$ cat src/rtl/mmio_seven_seg_controller.sv
// mmio_seven_seg_controller
//   Byte-wide memory-mapped seven-segment display controller. Holds one
//   pattern register per digit plus CTRL and ENMASK, drives every digit in
//   parallel on seg and also time-multiplexes them onto scan_seg/scan_an.
//
//   Register map (byte offsets from BASE_ADDR):
//     0 .. NUM_DIGITS-1 : digit pattern i (glyph-encoded unless CTRL.RAW)
//     NUM_DIGITS        : CTRL   bit0 RAW, bit1 BLANK, bit2 BLINK_EN
//     NUM_DIGITS+1      : ENMASK bit i enables digit i
//   Any other address is write-ignored and reads as 8'h00.
//
//   Ports:
//     clk, nrst      : rising-edge clock, asynchronous active-low reset
//     addr/wdata/we  : write port, committed on the clk edge where we=1
//     re             : read strobe; rdata/rvalid answer one cycle later
//     seg            : parallel patterns, digit i at [8i+7:8i] (bit7 = dp)
//     scan_seg       : pattern of the digit currently scanned
//     scan_an        : one-hot active-high select of the scanned digit
//
//   Bus handshake: there is no back-pressure. A write is taken on every edge
//   with we=1; a read issued with re=1 always returns exactly one cycle later
//   with rvalid=1 for that single cycle. A read and write to the same
//   address in the same cycle return the value held before the write.
module mmio_seven_seg_controller #(
  parameter int          NUM_DIGITS = 8,
  parameter logic [15:0] BASE_ADDR  = 16'h0000,
  parameter int          SCAN_DIV   = 1000,
  parameter int          BLINK_DIV  = 64
) (
  input  logic                    clk,
  input  logic                    nrst,
  input  logic [15:0]             addr,
  input  logic [7:0]              wdata,
  input  logic                    we,
  input  logic                    re,
  output logic [7:0]              rdata,
  output logic                    rvalid,
  output logic [8*NUM_DIGITS-1:0] seg,
  output logic [7:0]              scan_seg,
  output logic [NUM_DIGITS-1:0]   scan_an
);

  localparam int PW = (SCAN_DIV > 1) ? $clog2(SCAN_DIV) : 1;
  localparam int IW = (NUM_DIGITS > 1) ? $clog2(NUM_DIGITS) : 1;
  localparam int BW = (BLINK_DIV > 1) ? $clog2(BLINK_DIV) : 1;

  // Character generator for non-raw digit writes.
  function automatic logic [7:0] glyph(input logic [7:0] code);
    logic [7:0] g;
    case (code)
      8'd0:    g = 8'h3F;
      8'd1:    g = 8'h06;
      8'd2:    g = 8'h5B;
      8'd3:    g = 8'h4F;
      8'd4:    g = 8'h66;
      8'd5:    g = 8'h6D;
      8'd6:    g = 8'h7D;
      8'd7:    g = 8'h07;
      8'd8:    g = 8'h7F;
      8'd9:    g = 8'h6F;
      8'd10:   g = 8'h77;
      8'd11:   g = 8'h7C;
      8'd12:   g = 8'h39;
      8'd13:   g = 8'h5E;
      8'd14:   g = 8'h79;
      8'd15:   g = 8'h71;
      8'd16:   g = 8'h76;  // H
      8'd17:   g = 8'h3E;  // U
      8'd18:   g = 8'h5C;  // o
      8'd19:   g = 8'h50;  // r
      default: g = 8'h00;
    endcase
    return g;
  endfunction

  // State
  logic [7:0]              digit_q [NUM_DIGITS];
  logic [7:0]              digit_d [NUM_DIGITS];
  logic [2:0]              ctrl_q, ctrl_d;
  logic [NUM_DIGITS-1:0]   enmask_q, enmask_d;
  logic [PW-1:0]           presc_q, presc_d;
  logic [IW-1:0]           scan_idx_q, scan_idx_d;
  logic [BW-1:0]           blink_cnt_q, blink_cnt_d;
  logic                    phase_q, phase_d;
  logic [8*NUM_DIGITS-1:0] seg_q, seg_d;
  logic [7:0]              scan_seg_q, scan_seg_d;
  logic [NUM_DIGITS-1:0]   scan_an_q, scan_an_d;
  logic [7:0]              rdata_q, rdata_d;
  logic                    rvalid_q, rvalid_d;

  // Address decode. The subtraction is one bit wider so addresses below
  // BASE_ADDR show up as negative and never alias onto the map.
  logic [16:0]   off;
  logic          in_map;
  logic          is_digit, is_ctrl, is_mask;
  logic [IW-1:0] widx;

  assign off      = {1'b0, addr} - {1'b0, BASE_ADDR};
  assign in_map   = !off[16];
  assign is_digit = in_map && (off[15:0] < 16'(NUM_DIGITS));
  assign is_ctrl  = in_map && (off[15:0] == 16'(NUM_DIGITS));
  assign is_mask  = in_map && (off[15:0] == 16'(NUM_DIGITS + 1));
  assign widx     = off[IW-1:0];

  logic presc_term, idx_term, blink_term;
  assign presc_term = (presc_q == PW'(SCAN_DIV - 1));
  assign idx_term   = (scan_idx_q == IW'(NUM_DIGITS - 1));
  assign blink_term = (blink_cnt_q == BW'(BLINK_DIV - 1));

  logic [NUM_DIGITS-1:0] vis;
  logic [7:0]            rd_val;

  always_comb begin
    for (int i = 0; i < NUM_DIGITS; i++) digit_d[i] = digit_q[i];
    ctrl_d      = ctrl_q;
    enmask_d    = enmask_q;
    presc_d     = presc_q;
    scan_idx_d  = scan_idx_q;
    blink_cnt_d = blink_cnt_q;
    phase_d     = phase_q;
    seg_d       = '0;
    scan_seg_d  = 8'h00;
    scan_an_d   = '0;
    rd_val      = 8'h00;

    // Register writes. The mode bit used is the one held before this write,
    // so changing RAW only affects later digit writes.
    if (we) begin
      if (is_digit) digit_d[widx] = ctrl_q[0] ? wdata : glyph(wdata);
      if (is_ctrl)  ctrl_d = wdata[2:0];
      if (is_mask)  enmask_d = wdata[NUM_DIGITS-1:0];
    end

    // Scan prescaler -> scan index -> blink counter -> blink phase.
    if (presc_term) begin
      presc_d = '0;
      if (idx_term) begin
        scan_idx_d = '0;
        if (blink_term) begin
          blink_cnt_d = '0;
          phase_d     = ~phase_q;
        end else begin
          blink_cnt_d = blink_cnt_q + 1'b1;
        end
      end else begin
        scan_idx_d = scan_idx_q + 1'b1;
      end
    end else begin
      presc_d = presc_q + 1'b1;
    end

    // Turning blink off restarts the next blink cycle in the visible phase.
    if (we && is_ctrl && !wdata[2]) phase_d = 1'b0;

    // Display outputs from the current (pre-edge) state.
    for (int i = 0; i < NUM_DIGITS; i++) begin
      vis[i] = enmask_q[i] && !ctrl_q[1] && !(ctrl_q[2] && phase_q);
      seg_d[8*i +: 8] = vis[i] ? digit_q[i] : 8'h00;
    end
    if (vis[scan_idx_q]) begin
      scan_an_d[scan_idx_q] = 1'b1;
      scan_seg_d            = digit_q[scan_idx_q];
    end

    // Read path uses pre-write state.
    if (is_digit)     rd_val = digit_q[widx];
    else if (is_ctrl) rd_val = {5'b0, ctrl_q};
    else if (is_mask) rd_val = 8'(enmask_q);
    rdata_d  = re ? rd_val : 8'h00;
    rvalid_d = re;
  end

  always_ff @(posedge clk or negedge nrst) begin
    if (!nrst) begin
      for (int i = 0; i < NUM_DIGITS; i++) digit_q[i] <= 8'h00;
      ctrl_q      <= 3'b000;
      enmask_q    <= '1;
      presc_q     <= '0;
      scan_idx_q  <= '0;
      blink_cnt_q <= '0;
      phase_q     <= 1'b0;
      seg_q       <= '0;
      scan_seg_q  <= 8'h00;
      scan_an_q   <= '0;
      rdata_q     <= 8'h00;
      rvalid_q    <= 1'b0;
    end else begin
      for (int i = 0; i < NUM_DIGITS; i++) digit_q[i] <= digit_d[i];
      ctrl_q      <= ctrl_d;
      enmask_q    <= enmask_d;
      presc_q     <= presc_d;
      scan_idx_q  <= scan_idx_d;
      blink_cnt_q <= blink_cnt_d;
      phase_q     <= phase_d;
      seg_q       <= seg_d;
      scan_seg_q  <= scan_seg_d;
      scan_an_q   <= scan_an_d;
      rdata_q     <= rdata_d;
      rvalid_q    <= rvalid_d;
    end
  end

  assign seg      = seg_q;
  assign scan_seg = scan_seg_q;
  assign scan_an  = scan_an_q;
  assign rdata    = rdata_q;
  assign rvalid   = rvalid_q;

endmodule

$ cat config.mk
export PLATFORM = sky130hd
export DESIGN_NAME = mmio_seven_seg_controller
export DESIGN_NICKNAME = d
export VERILOG_FILES = /design/src/rtl/mmio_seven_seg_controller.sv
export SDC_FILE = /design/constraint.sdc
export NUM_CORES = 1
export LEC_CHECK = 0
export ABC_AREA = 1
export BUFFER_PORTS_ARGS = -buffer_cell sky130_fd_sc_hd__buf_4
export CORE_MARGIN = 2
export CORE_UTILIZATION = 52
export DETAILED_ROUTE_END_ITERATION = 12
export GPL_TIMING_DRIVEN = 1
export PLACE_DENSITY = 0.76
export SLEW_MARGIN = 0
export SYNTH_ARGS = -nofsm -noshare
export SYNTH_HDL_FRONTEND = slang
export SYNTH_SLANG_ARGS = --single-unit
$ cat constraint.sdc
create_clock -name clk -period 1.3 [get_ports clk]
set_input_delay 0.13 -clock clk [delete_from_list [all_inputs] [get_ports clk]]
set_output_delay 0.13 -clock clk [all_outputs]
set_load 0.02 [all_outputs]
# [After elaboration in Yosys (flattened, before gate mapping)]
# Memories as Yosys holds them, arrays and structs flattened.
# Cells that the tools add are included.
[word_totals] regBits=184 in_bits=28 output_inout_bits=89 mem_bits_ro=224 n_memories=1 word_cells=108
[mem_list] memory="(name not given)" depth=32 width=7 read_ports=1 rd_ports_with_merged_regs=0 wr=0 line="50" text="case (code)"
[classes] eq_ne=5 magnitude_cmp=6 addsub=3 bitwise_logic=3 reduce_logical=33 muxes=38
[ops] operator="$mux W8" count=23
[ops] operator="$bwmux W64" count=1
[ops] operator="$bmux W8 S3" count=2
[ops] operator="$eq A16 B4 Y1 const B" count=2
[ops] operator="$demux W8 S3" count=1
[ops] operator="$logic_and A1 B1 Y1" count=21
[ops] operator="$lt A16 B4 Y1 const B" count=1
[ops] operator="$add A10 B1 Y10 const B" count=1
[ops] operator="$eq A10 B10 Y1 const B" count=1
[ops] operator="$mux W10" count=1
[ops] operator="$ge A4 B4 Y1 const B" count=2
[ops] operator="$not A3 Y4" count=2
[ops] operator="$reduce_and A2 Y1" count=4
[ops] operator="$add A6 B1 Y6 const B" count=1
[ops] operator="$eq A6 B6 Y1 const B" count=1
[ops] operator="$mux W1" count=6
[ops] operator="$mux W6" count=1
[ops] operator="$reduce_bool A2 Y1" count=3
[ops] operator="$lt A3 B4 Y1 const B" count=1
[ops] operator="$lt A4 B1 Y1 const B" count=1
[ops] operator="$add A3 B1 Y3 const B" count=1
[ops] operator="$bmux W1 S3" count=1
[ops] operator="$demux W1 S3" count=1
[ops] operator="$eq A3 B3 Y1 const B" count=1
[ops] operator="6 further kinds" count=8

# [Logic depth before layout (Yosys ltp)]
# Gate-level depths: netlist of run 1.
[logic_depth] depth_word=6 mapped_depth=12 ltp_nobuf=11

# [Least setup slack after synthesis of run 1]
# OpenSTA, ideal clock, no wires.
[synth_path] path_kind="register to register" startpoint="register scan_idx_q[1]" endpoint="register scan_seg_q[4] (netlist: scan_seg[4])" t_arrival_ns=1.331 path_stages_with_launch=11 setup_time_ns=0.113 path_slack_ns=-0.144 n_path_buf=1 t_required_ns=1.187 synth_period_minus_slack_ns=1.444 path_cell_list="dfrtp_1 -> buf_2 -> inv_1 -> nand3_1 -> inv_1 -> nand2_1 -> nand2_1 -> nor2_1 -> nand2_1 -> nand2_1 -> inv_1"
[synth_between] elab_chain_cells=5 elab_cells_between_ends=7 classes_between="mux: 6; bitwise: 1"
[synth_lines] element="from (decl)" line="82" text="logic [IW-1:0] scan_idx_q, scan_idx_d;"
[synth_lines] element="from (signal assigned)" line="192" text="scan_idx_q <= scan_idx_d;"
[synth_lines] element="$not A3 Y4 (not written as such)" line="162" text="scan_seg_d = digit_q[scan_idx_q];"
[synth_lines] element="$bmux W8 S3" line="162"
[synth_lines] element="$mux W8 (not written as such) (2 in a row)" line="162"
[synth_lines] element="$mux W8 (*)" line="160" text="if (vis[scan_idx_q]) begin"
[synth_lines] element="named net scan_seg_d[4]" line="86" text="logic [7:0] scan_seg_q, scan_seg_d;"
[synth_lines] element="to (signal assigned)" line="196" text="scan_seg_q <= scan_seg_d;"
[synth_lines] element="to (decl)" line="86"
# The timed path passes the listed nets; every way through them passes the cells marked *. The select of a mux whose other input is x is not followed.
# A chain may end at the register's enable or synchronous reset.

# [Worst setup path in the final report of run 1]
[layout_path] startpoint="register presc_q[0]" endpoint="register presc_q[9]"
[layout_between] elab_chain_cells=2 elab_cells_between_ends=3 classes_between="add/sub: 1; eq/ne: 1; mux: 1"
[layout_lines] element="from (decl)" line="81" text="logic [PW-1:0] presc_q, presc_d;"
[layout_lines] element="from (signal assigned)" line="191" text="presc_q <= presc_d;"
[layout_lines] element="$add A10 B1 Y10 or $eq A10 B10 Y1 (tied branches)" line="149, 106"
[layout_lines] element="$mux W10 (*)" line="135" text="if (presc_term) begin"
[layout_lines] element="named net presc_d[9]" line="81"
# The timed path passes the listed nets; every way through them passes the cells marked *.

==> reports/results.txt, run 1 <==
In the final layout, the share of cells above drive strength 1 is 27.8%. The area enclosed by the die boundary was 18000 um2; the deepest clock path buffer count was 2. Across the run, the number of max-cap violations was 0. Adding up every negative setup slack in the final design gives -3.91 ns. The clock network latency to the later pin of the worst-skew pair is 0.45 ns. In this run the core area contains 47 standard-cell rows.

The synthesized design contains 0 enable-type register cells. The Yosys step of the flow raised 0 warnings. In this run, flip-flops and latches consume 49.6% of the power.

The instance count of the mapped netlist is 1193. STA classifies the critical path startpoint as a flip-flop. In the synthesized netlist the dominant register cell turns out to be dfrtp_1. The netlist uses 31 different library cells. The total DRC errors in the routed layout came out at 0. The largest incremental delay on the critical path was 0.42 ns.

Once detail routing completed, the nets flagged for antenna violations numbered 0. STA classifies the critical path endpoint as a flip-flop. The die boundary height was 134 um; the number of CTS-inserted buffers was 17. After layout, the worst path uses 131% of the clock period. The number of violations reported at the end of detailed-routing iteration 0 is 1183.

Setup violations remaining at the end of the flow were counted as 25. The most frequent cell after synthesis is nand2_1. The post-route clock skew came out at 0.0157 ns. Once detailed placement completed, the half-perimeter wirelength came to 19200 um. Setup repair after global routing could not meet its margin everywhere. At the end of routability-driven placement, the weighted congestion stood at 1.00. The total track usage was 30.1%. The type of the worst setup path was flip-flop to flip-flop. Dividing the synthesized area by the synthesized cell count gives 7.37 um2.

By area the synthesized netlist is led by dfrtp_1, nand2_1, inv_1. The compound-cell area share of the yosys netlist is 5.25%. Total nets after synthesis: 1231.

The tree built by TritonCTS fans out to 184 sinks. For this design, the slowest cell found on the critical path is dfrtp_1. In the routed layout, each cell is associated on average with a via count of 5.23.

The number of global-route vias before repair is 8021, and the power after layout is 11500 uW. Dividing total power by cell area gives a power density of 962 nW/um2. Wires add up to 27600 um. Measured against its own limit, the worst slew margin works out to 71.9%. Summing the areas of all and, or, nand and nor instances in the mapped netlist gives 32.9% of the synthesized area. Standby leakage power: 0.00641 uW.

The first detailed-routing pass took 6 iterations. The run gives 6.7% as the combinational group share of total power. The analysis attributes to net switching a power of 2950 uW. The cell that appears most often on the critical path is buf_6. The first global-routing pass estimated 41500 um of wire. The commonest cells after synthesis are nand2_1, dfrtp_1, inv_1.

The path type of the worst min-delay path was primary input to flip-flop. For the initial standard-cell utilization of the core, the log shows 53.0%. For the standard cell area after detailed placement, the log shows 10900 um2. Clock-pin slew on the worst setup and hold paths: 0.07 ns. The area overhead of the layout relative to synthesis works out to 36.3%. The H-tree generated during clock tree synthesis spans 4 levels.

The logs give 52.5% for the sequential-to-total area share from yosys stat and 0 for the initial antenna violation count. The internal portion of total power is 8590 uW, and the switching power as a share of total power is 25.5%. TritonCTS built the clock tree. The run gives 0 as the final global-route overflow total.

The required arrival time at the worst endpoint is 1.65 ns, and the async set or reset register ratio after synthesis is 100%. From left edge to right edge, the die measures 134 um. Of the post-synthesis cell area, the part taken by muxes is 0%. The run gives 8800 um2 as the cell area after synthesis. By area, the combinational part of the netlist is dominated by simple AND/OR/NAND/NOR gates.

Walking the worst path, the cells encountered are buf_6, buf_6, nand4_1, nor2_4, nand2_1, o21ai_1, inv_1, nor2_1. The final reports fail on setup timing. Of the total synthesized cell area, the portion taken by XOR and XNOR cells is 0.398%. The run gives 0 as the number of hold violations in the final report. Subtracting the final worst setup slack from the clock period gives 1.70 ns.

Summing all non-filler instances in the final layout gives an area of 12000 um2. Dividing the detail-routed wire length by the instance count gives 16.5 um. The flow ran to the end, but the final reports show violations. Largest fanout on the critical path: 3. During placement, the flow inserted port buffers numbering 116.

The core region is 16600 um2. The detailed router placed 8760 vias in this run. After Yosys synthesis, full adders, half adders and majority gates account for 1.42% of the synthesized area. The run gives 589 MHz as the upper clock frequency limit. In this run, the clock network consumes 43.7% of the power. The largest net degree at the start of global routing is 40. The minimum setup slack in the final design is -0.399 ns, and the number of top-level pins is 117.

The slew at the pin with the worst max-slew slack is 0.421 ns, and the top cell type's share of synthesized area is 50.1%. At the end of the flow, the number of nets in the layout was 1479. At the worst endpoint, the arrival time is 2.05 ns. The tree is rooted in a clkbuf_16. The worst-case IR drop observed on VDD is 0.000967 V.

Count of antenna diodes in the layout: 0. The number of flip-flops and latches in the synthesized netlist works out to 184. Final count of pins violating max slew: 0.

The tightest hold margin is 0.0375 ns. Cell accounting for the most synthesized area: dfrtp_1. Cells fill 72.3% of the core in the end.
## through the flow
| step | instances | worst slack, ns |
|---|---|---|
| final | 1674 | -0.399 |
| after global routing | 1674 | -0.377 |
| after detailed placement | 1624 | -0.274 |
| after floorplan | 1193 | 0.00838 |
| after global placement | 1624 | -0.232 |
| after CTS | 1659 | -0.149 |
## state kept, by name, summed over array words and instances, names as in the netlist, 3 cells and up
name / cells
ctrl_q: 3
scan_idx_q: 3
blink_cnt_q: 6
enmask_q: 8
seg: 64
rdata: 8
digit_q: 64
presc_q: 10
scan_seg: 8
scan_an: 8
## placed cells by master (no fill, tap or decap), types with 13 or more instances in the layout
cell	synthesis	final
buf_12	0	13
nor2_1	125	106
clkbuf_16	0	17
a21oi_1	23	21
nand2_2	10	25
inv_1	134	112
dfrtp_1	176	172
nand3_1	26	20
nand2_1	538	521
inv_2	8	25
o21ai_0	60	47
buf_4	1	229
## what timing repair did
action / 4_1_cts / 5_1_grt
hold buffers: 3 / 0
setup endpoints to repair: 64 / 126
pin swaps: 3 / 24
gates resized for setup: 21 / 102
setup buffers: 0 / 17
endpoints found under the hold margin: 189 / 0
## layout make-up
class                      instances  area, um2
sequential                       184       4620
fill                            1289       4590
multi-input combinational        837       3820
timing repair buffer             257       2140
inverter                         144        557
clock buffer                      18        439
tap                              220        275
clock inverter                    14        135
## per-layer routing
metal	global-route usage, %	part of all wire (%)	vias to the layer above
met5	0	0	-
met2	47.3	47	460
li1	-	-	4115
met3	5.37	8.5	84
met1	41.9	40	4101
met4	12.1	3.7	0
## power by group through the flow
stage          combinational, uW  sequential, uW  clock, uW
2_1_floorplan                292            5840          0
3_3_place_gp                 726            5830          0
3_5_place_dp                 732            5830          0
4_1_cts                      744            5720       5040
5_1_grt                      844            5720       5330
6_report                     768            5720       5050
## path summary, 6_finish.rpt
| kind | from | slack (ns) | depth (start not counted) | to |
|---|---|---|---|---|
| worst min register to register | digit_q[26] | 0.48 | 2 | digit_q[26] |
| max in group asynchronous | nrst | 0.57 | 3 | seg[2] |
| min in group asynchronous | nrst | 0.18 | 2 | presc_q[1] |
| worst min-delay path | wdata[5] | 0.04 | 3 | enmask_q[5] |
| worst max-delay path | presc_q[0] | -0.40 | 8 | presc_q[9] |
| worst max register to register | presc_q[0] | -0.40 | 8 | presc_q[9] |
## critical path, delay by kind of cell, from the launching register on
kind	cells	cell delay, ns
simple gates	4	0.72
flops	1	0.42
buf+inv	3	0.28
compound gates	1	0.17
## kinds of logic (layout without fill, tap and decap cells)
family                     count (synthesis)  after routing
AOI/OAI and AO/OA                         91             91
xor gates and xnor gates                   4              4
adders and majority gates                 10             10
buffers and inverters                    172            433
DFF                                      184            184
and+or+nand+nor                          732            732
Power figures use the tool's default switching activity.
==> run 2: changes to the inputs <==
--- a/config.mk
+++ b/config.mk
@@ -6,12 +6,13 @@
 export NUM_CORES = 1
 export LEC_CHECK = 0
 export ABC_AREA = 1
-export BUFFER_PORTS_ARGS = -buffer_cell sky130_fd_sc_hd__buf_4
+export CORE_ASPECT_RATIO = 0.75
 export CORE_MARGIN = 2
-export CORE_UTILIZATION = 52
+export CORE_UTILIZATION = 57
 export DETAILED_ROUTE_END_ITERATION = 12
+export DONT_BUFFER_PORTS = 1
 export GPL_TIMING_DRIVEN = 1
-export PLACE_DENSITY = 0.76
+export PLACE_DENSITY = 0.75
 export SLEW_MARGIN = 0
 export SYNTH_ARGS = -nofsm -noshare
 export SYNTH_HDL_FRONTEND = slang
==> run 2 against run 1 <==
Effect of this change: the run ends with hold timing, setup timing left; via count is 4.7% lower; routed wire length is 0.84% higher; highest routed layer unchanged; hold slack worse by 0.66 ns; die area is 8.5% lower.
==> reports/results.txt, run 2 (same netlist as run 1, synthesis figures left out) <==
The run finished, with violations left. The checks that failed: hold timing, setup timing. The residual antenna-violating net count after detailed routing is 0. The logs give 1070 for the number of violations reported at the end of detailed-routing iteration 0 and 1.87 ns for the worst path arrival time.

Of the cells placed in the final design, the portion with a size suffix greater than 1 is 22.2%. The worst register-to-register path ends at blink_cnt_q[4]. Registers take 4620 um2. The count of antenna diodes in the layout is 0. The tightest hold margin was -0.621 ns. The post-route clock skew was 0.0109 ns; the overall die width was 147 um.

For the initial antenna violation count, the log shows 0. STA classifies the critical path startpoint as a flip-flop. Buffers placed on the I/O ports in this run total 0. The run gives 16500 um2 as the area enclosed by the die boundary.

The upper clock frequency limit came out at 658 MHz. Counting tap cells, the placed design contains a total of 1479 instances. The required arrival time at the worst endpoint is 1.65 ns.

After the flow finishes, the layout carries non-filler instances totaling 1536. The tools report the peak supply drop as 0.000908 V. Fill cells in the final layout number 1179.

The design draws 11500 uW. The final layout contains routed wiring with a total length of 27900 um. The logs give 185 for the largest net degree at the start of global routing and 15200 um2 for the floorplan core area. The number of clock buffers added by TritonCTS is 17. The utilization after layout came out at 72.7%.

Initial standard-cell utilization of the core: 58.0%. The largest fanout on the critical path came out at 5. The number of global-route vias before repair was 7693; the number of top-level pins was 117.

From synthesis to final layout, the design area changed by 25.4%. Total number of clock tree sinks: 184. Counting along the longest clock path gives a buffer depth of 2.

In this run, post-CTS hold repair placed 8 buffers. The total power divided by cell area is 1040 nW/um2. The run gives 3850 um2 as the area of the multi-input gates. The tools report the detailed-routing iteration count for the pre-antenna-repair pass as 6.

The number of hold violations in the final report was 184; the die boundary height was 112 um. The clock period minus worst slack was 1.52 ns. The number of vias after detailed routing is 8351. The number of cells on the worst reg-to-reg path is 5.

The clock network latency to the later pin of the worst-skew pair was 0.44 ns; the average wire per cell in the routed design was 18.1 um. The standby leakage power was 0.00579 uW. The reg-to-reg setup timing slack came out at -0.22 ns.

The startpoint identified for the worst register-to-register timing path is scan_idx_q[0]. TritonCTS built the clock tree. After routing the design area is 11000 um2.

For this run, the post-layout net count is 1356. In this run the core area contains 39 standard-cell rows. After layout, the worst path uses 117% of the clock period. In this run the tightest slew margin relative to its limit is 74.0%. Setup repair after global routing could not meet its margin everywhere.

The post-DP HPWL is 19200 um. The logs give -0.219 ns for the minimum setup slack in the final design and 42400 um for the first-pass GRT wire length. Summing all placed instances gives a cell area of 9860 um2. In the routed layout, each cell is associated on average with a via count of 5.44. Clock-pin slew was measured on the worst setup and hold paths at 0.07 ns.

Final global-route overflow total: 0. Across the run, the number of max-cap violations was 0. In the layout the commonest cells are nand2_1, dfrtp_1, nor2_1. Total of endpoints with negative setup slack in the final report: 25. Leaving out fill and tap cells, the most frequent cell in the layout is nand2_1. For the final count of pins violating max slew, the log shows 0. The total DRC errors in the routed layout was 0. The worst setup path is of the flip-flop to flip-flop kind.

The congestion estimate from routability-driven global placement came to 1.01. The total track usage came out at 33.9%. The sort of element at the end of the critical path is a flip-flop. CTS built an H-tree with a depth of 4. The root buffer cell chosen for the clock tree is clkbuf_16. In this run the worst hold path is classified as primary input to asynchronous set/reset pin. For the pin with the worst max-slew slack, the measured transition is 0.390 ns.
-- run 2: cell types whose count changed in the layout (fill, tap and decap cells not counted), moves of 6 or more --
cell / before / now
nand2_1: 521 / 507
inv_2: 25 / 33
buf_12: 13 / 7
nand2_2: 25 / 38
inv_1: 112 / 105
buf_4: 229 / 109
-- run 2: layer usage --
| metal | wire length [um] | vias up | global-route usage (%) |
|---|---|---|---|
| met5 | 0 | - | 0 |
| met4 | 756 | 0 | 11.7 |
| met3 | 3270 | 69 | 10.1 |
| met2 | 12200 | 463 | 48.9 |
| met1 | 11700 | 3950 | 49.1 |
| li1 | - | 3869 | - |
-- run 2: repair_timing --
action | in CTS | in global routing
endpoints found under the hold margin | 199 | 184
gates resized for setup | 32 | 109
setup buffers | 3 | 14
pin swaps | 5 | 25
endpoints found under the setup margin | 79 | 115
-- run 2: worst max-delay path by stage --
stage	start	endpoint	slack, ns	depth (start not counted)
after floorplan	blink_cnt_q[0]	phase_q	0.008	7
after global placement	scan_idx_q[1]	phase_q	-0.20	7
after detailed placement	scan_idx_q[1]	blink_cnt_q[3]	-0.26	7
after CTS	presc_q[0]	blink_cnt_q[2]	-0.15	7
after global routing	scan_idx_q[0]	blink_cnt_q[4]	-0.25	5
final	scan_idx_q[0]	blink_cnt_q[4]	-0.22	5
-- run 2: area by class of cell --
class | instances | share of cell area, %
clock inverter | 14 | 1.44
inverter | 144 | 5.01
sequential | 184 | 41.9
timing repair buffer | 134 | 10.4
clock buffer | 18 | 3.98
tap | 205 | 2.33
multi-input combinational | 837 | 34.9
-- run 2: stage by stage --
step                      setup slack [ns]  TNS [ns]
after detailed placement            -0.258     -8.09
after global placement              -0.198     -6.08
after floorplan                    0.00838         0
after CTS                           -0.151     -1.57
final                               -0.219     -2.58
after global routing                -0.247     -3.81
-- run 2: worst max-delay path: stages (launching register included) --
cell	delay [ns]
dfrtp_2	0.48
ha_4	0.18
ha_4	0.13
nand4_1	0.24
nor2_1	0.22
xor2_1	0.19
-- run 2: report_power, final --
part / switching (uW) / internal [uW]
registers: 3.04 / 5720
logic: 302 / 180
clock network: 2360 / 2930
==> run 3: changes to the inputs <==
--- a/config.mk
+++ b/config.mk
@@ -9,9 +9,11 @@
 export CORE_ASPECT_RATIO = 0.75
 export CORE_MARGIN = 2
 export CORE_UTILIZATION = 57
+export CTS_CLUSTER_SIZE = 20
 export DETAILED_ROUTE_END_ITERATION = 12
 export DONT_BUFFER_PORTS = 1
 export GPL_TIMING_DRIVEN = 1
+export HOLD_SLACK_MARGIN = 0.02
 export PLACE_DENSITY = 0.75
 export SLEW_MARGIN = 0
 export SYNTH_ARGS = -nofsm -noshare
==> run 3 against run 2 <==
Effect of this change: the flow still finishes with violations (hold timing, setup timing); critical path type unchanged; register-to-register slack got worse by 0.02 ns; non-clock buffer count grew 1; final area is 0.16% higher; sequential power is essentially flat; largest cell class unchanged; clock power about the same; power increased by 0.11%; via count fell by 0.37%; first-iteration DRC count fell by 10%; critical endpoint unchanged; hold slack got worse by 0.0052 ns; cell count hardly changed; sequential cell count did not move; core utilization is 0.12 points higher.
==> reports/results.txt, run 3 (same netlist as run 1, synthesis figures left out) <==
The slowest stage of the critical path belongs to the cell dfrtp_2. STA classifies the critical path startpoint as a flip-flop. For the number of placed instances, taps included, the log shows 1479. Clock-pin slew was measured on the worst setup and hold paths at 0.07 ns. The tools report the non-filler instance count after layout as 1537.

The initial antenna violation count is 0. Input and output buffers added on the ports amount to 0. The largest incremental delay on the critical path came out at 0.48 ns. The largest fanout on the critical path was 5. The deepest clock path buffer count is 2. Once detailed placement completed, the half-perimeter wirelength came to 19200 um.

Derived from the worst setup path, the maximum achievable clock frequency is 650 MHz. In the layout the commonest cells are nand2_1, dfrtp_1, nor2_1. The number of CTS-inserted buffers was 17; the global placer's final weighted congestion was 1.01.

The critical path buffer and inverter count is 0, and the number of maximum-capacitance violations is 0. The cell repeated most along the worst path is ha_4. The run gives 1357 as the total number of nets in the final design.

The worst setup path is captured at a flip-flop. In this run the remaining antenna-violating nets after routing total 0. The clock drives 184 sinks.

The clock network latency to the later pin of the worst-skew pair is 0.45 ns. The checks that failed: hold timing, setup timing. After detailed routing, the number of remaining DRC violations is 0. For this design the static power due to leakage is 0.00579 uW. For the number of vias after detailed routing, the log shows 8320. The area of all placed cells without fillers was 11000 um2. The core region is 15200 um2. The routed design could run at a clock period as short as 1.54 ns. The cell sitting at the root of the clock tree is a clkbuf_16. The logs give 185 for the number of hold violations in the final report and 1168 for the filler cell count in the final layout. After detailed routing, the average wire length per cell comes to 18.2 um. Area overhead of the layout relative to synthesis: 25.6%.

The fraction of final layout cells sized beyond drive strength 1 came out at 22.2%. The total power divided by cell area works out to 1040 nW/um2. TritonCTS built the clock tree. The run gives -0.627 ns as the tightest hold margin.

The total track usage was 33.8%; the wire length after detailed routing was 27900 um. The cell family contributing the most delay on the critical path is flip-flops. The worst hold path belongs to the class primary input to asynchronous set/reset pin. The most common library cell in the layout ignoring fill and taps was nand2_1. The minimum setup slack in the final design was -0.238 ns. The type of the worst setup path was flip-flop to flip-flop.

The logs give 959 for the number of violations reported at the end of detailed-routing iteration 0 and 7686 for the number of global-route vias before repair. At the pin with the least slew margin, the transition time is 0.394 ns. Walking the worst path, the cells encountered are ha_4, ha_4, nand4_1, nor2_1, xor2_1. The floorplan step set the die height to 112 um. Summed over all failing endpoints, the final setup total negative slack is -2.41 ns.

The H-tree depth reported by CTS is 4. The final count of pins violating max slew is 0, and the detailed-routing iteration count for the pre-antenna-repair pass is 7. The number of antenna diodes in the final layout is 0.

For the sequential cell area, the log shows 4620 um2. 117 I/O pins were placed. Clock skew on the completed layout was measured at 0.0121 ns. The multi-input combinational cells in the finished layout cover a total of 3850 um2. Row generation in the floorplan step produced 39 rows. The logs give 1.89 ns for the worst path arrival time and 0.000907 V for the peak supply drop.

The logs give 42300 um for the first-pass GRT wire length and 73.7% for the worst-case headroom to the max-slew limit. Dividing the final minimum period by the clock period gives 118%. The tools report the largest net degree at the start of global routing as 185. The die is 147 um wide. The placed instances occupy a cell area of 9860 um2.

The via-per-instance ratio was 5.41; the worst-case setup slack after placement was -0.258 ns. The initial utilization of the core area, before any placement, comes to 58.0%. For the final global-route overflow total, the log shows 0. Setup repair after global routing could not meet its margin everywhere. Setup violations remaining at the end of the flow were counted as 19.

The run finished, with violations left. The required arrival time at the worst endpoint is 1.65 ns, and the area enclosed by the die boundary is 16500 um2.
[run 3: worst reg2reg max path, delay by kind of cell (launching register included)]
family | cells | cell delay (ns)
AND/OR/NAND/NOR | 2 | 0.48
adder cells (fa/ha/maj) | 2 | 0.30
flip-flops | 1 | 0.48
XOR/XNOR | 1 | 0.19
[run 3: metal layers]
layer	vias to the layer above	global-route usage, %	wire length (um)
met5	-	0	0
met4	0	11.5	817
met3	76	10.1	3090
met2	458	48.8	12200
met1	3910	49.1	11800
li1	3876	-	-
[run 3: what timing repair did]
item | CTS | global route
resized for setup | 32 | 111
endpoints found under the setup margin | 79 | 115
hold buffers | 9 | 1
hold endpoints to repair | 202 | 185
setup buffers | 3 | 14
pin swaps | 5 | 26
[run 3: stage by stage]
step	power, uW	util, %
floorplan	6130	-
global placement	6250	65.0
detailed placement	6260	65.0
CTS	11500	70.2
global route	11800	72.8
finish	11500	72.8
[run 3: where the power goes]
part,internal (uW),total [uW],switching (uW)
Sequential,5720,5730,3.05
Combinational,184,489,305
Clock,2930,5300,2370
Total,8840,11500,2680
[run 3: area by class of cell]
| cell class | instances | share of cell area [%] |
|---|---|---|
| inverters | 144 | 5.04 |
| clock buffers | 18 | 3.98 |
| well taps | 205 | 2.32 |
| flip-flops and latches | 184 | 41.8 |
| clock inverters | 14 | 1.44 |
| repair buffers | 135 | 10.5 |
| multi-input cells | 837 | 34.9 |
[run 3: worst paths after layout]
path	from	to	slack, ns	cells past startpoint
setup / recovery	scan_idx_q[0]	blink_cnt_q[4]	-0.24	5
hold / removal	nrst	seg[3]	-0.63	0
setup reg to reg	scan_idx_q[0]	blink_cnt_q[4]	-0.24	5
hold reg to reg	digit_q[6]	digit_q[6]	0.49	2
max in group asynchronous	nrst	enmask_q[7]	1.64	0
min in group clk	wdata[0]	ctrl_q[0]	-0.01	3
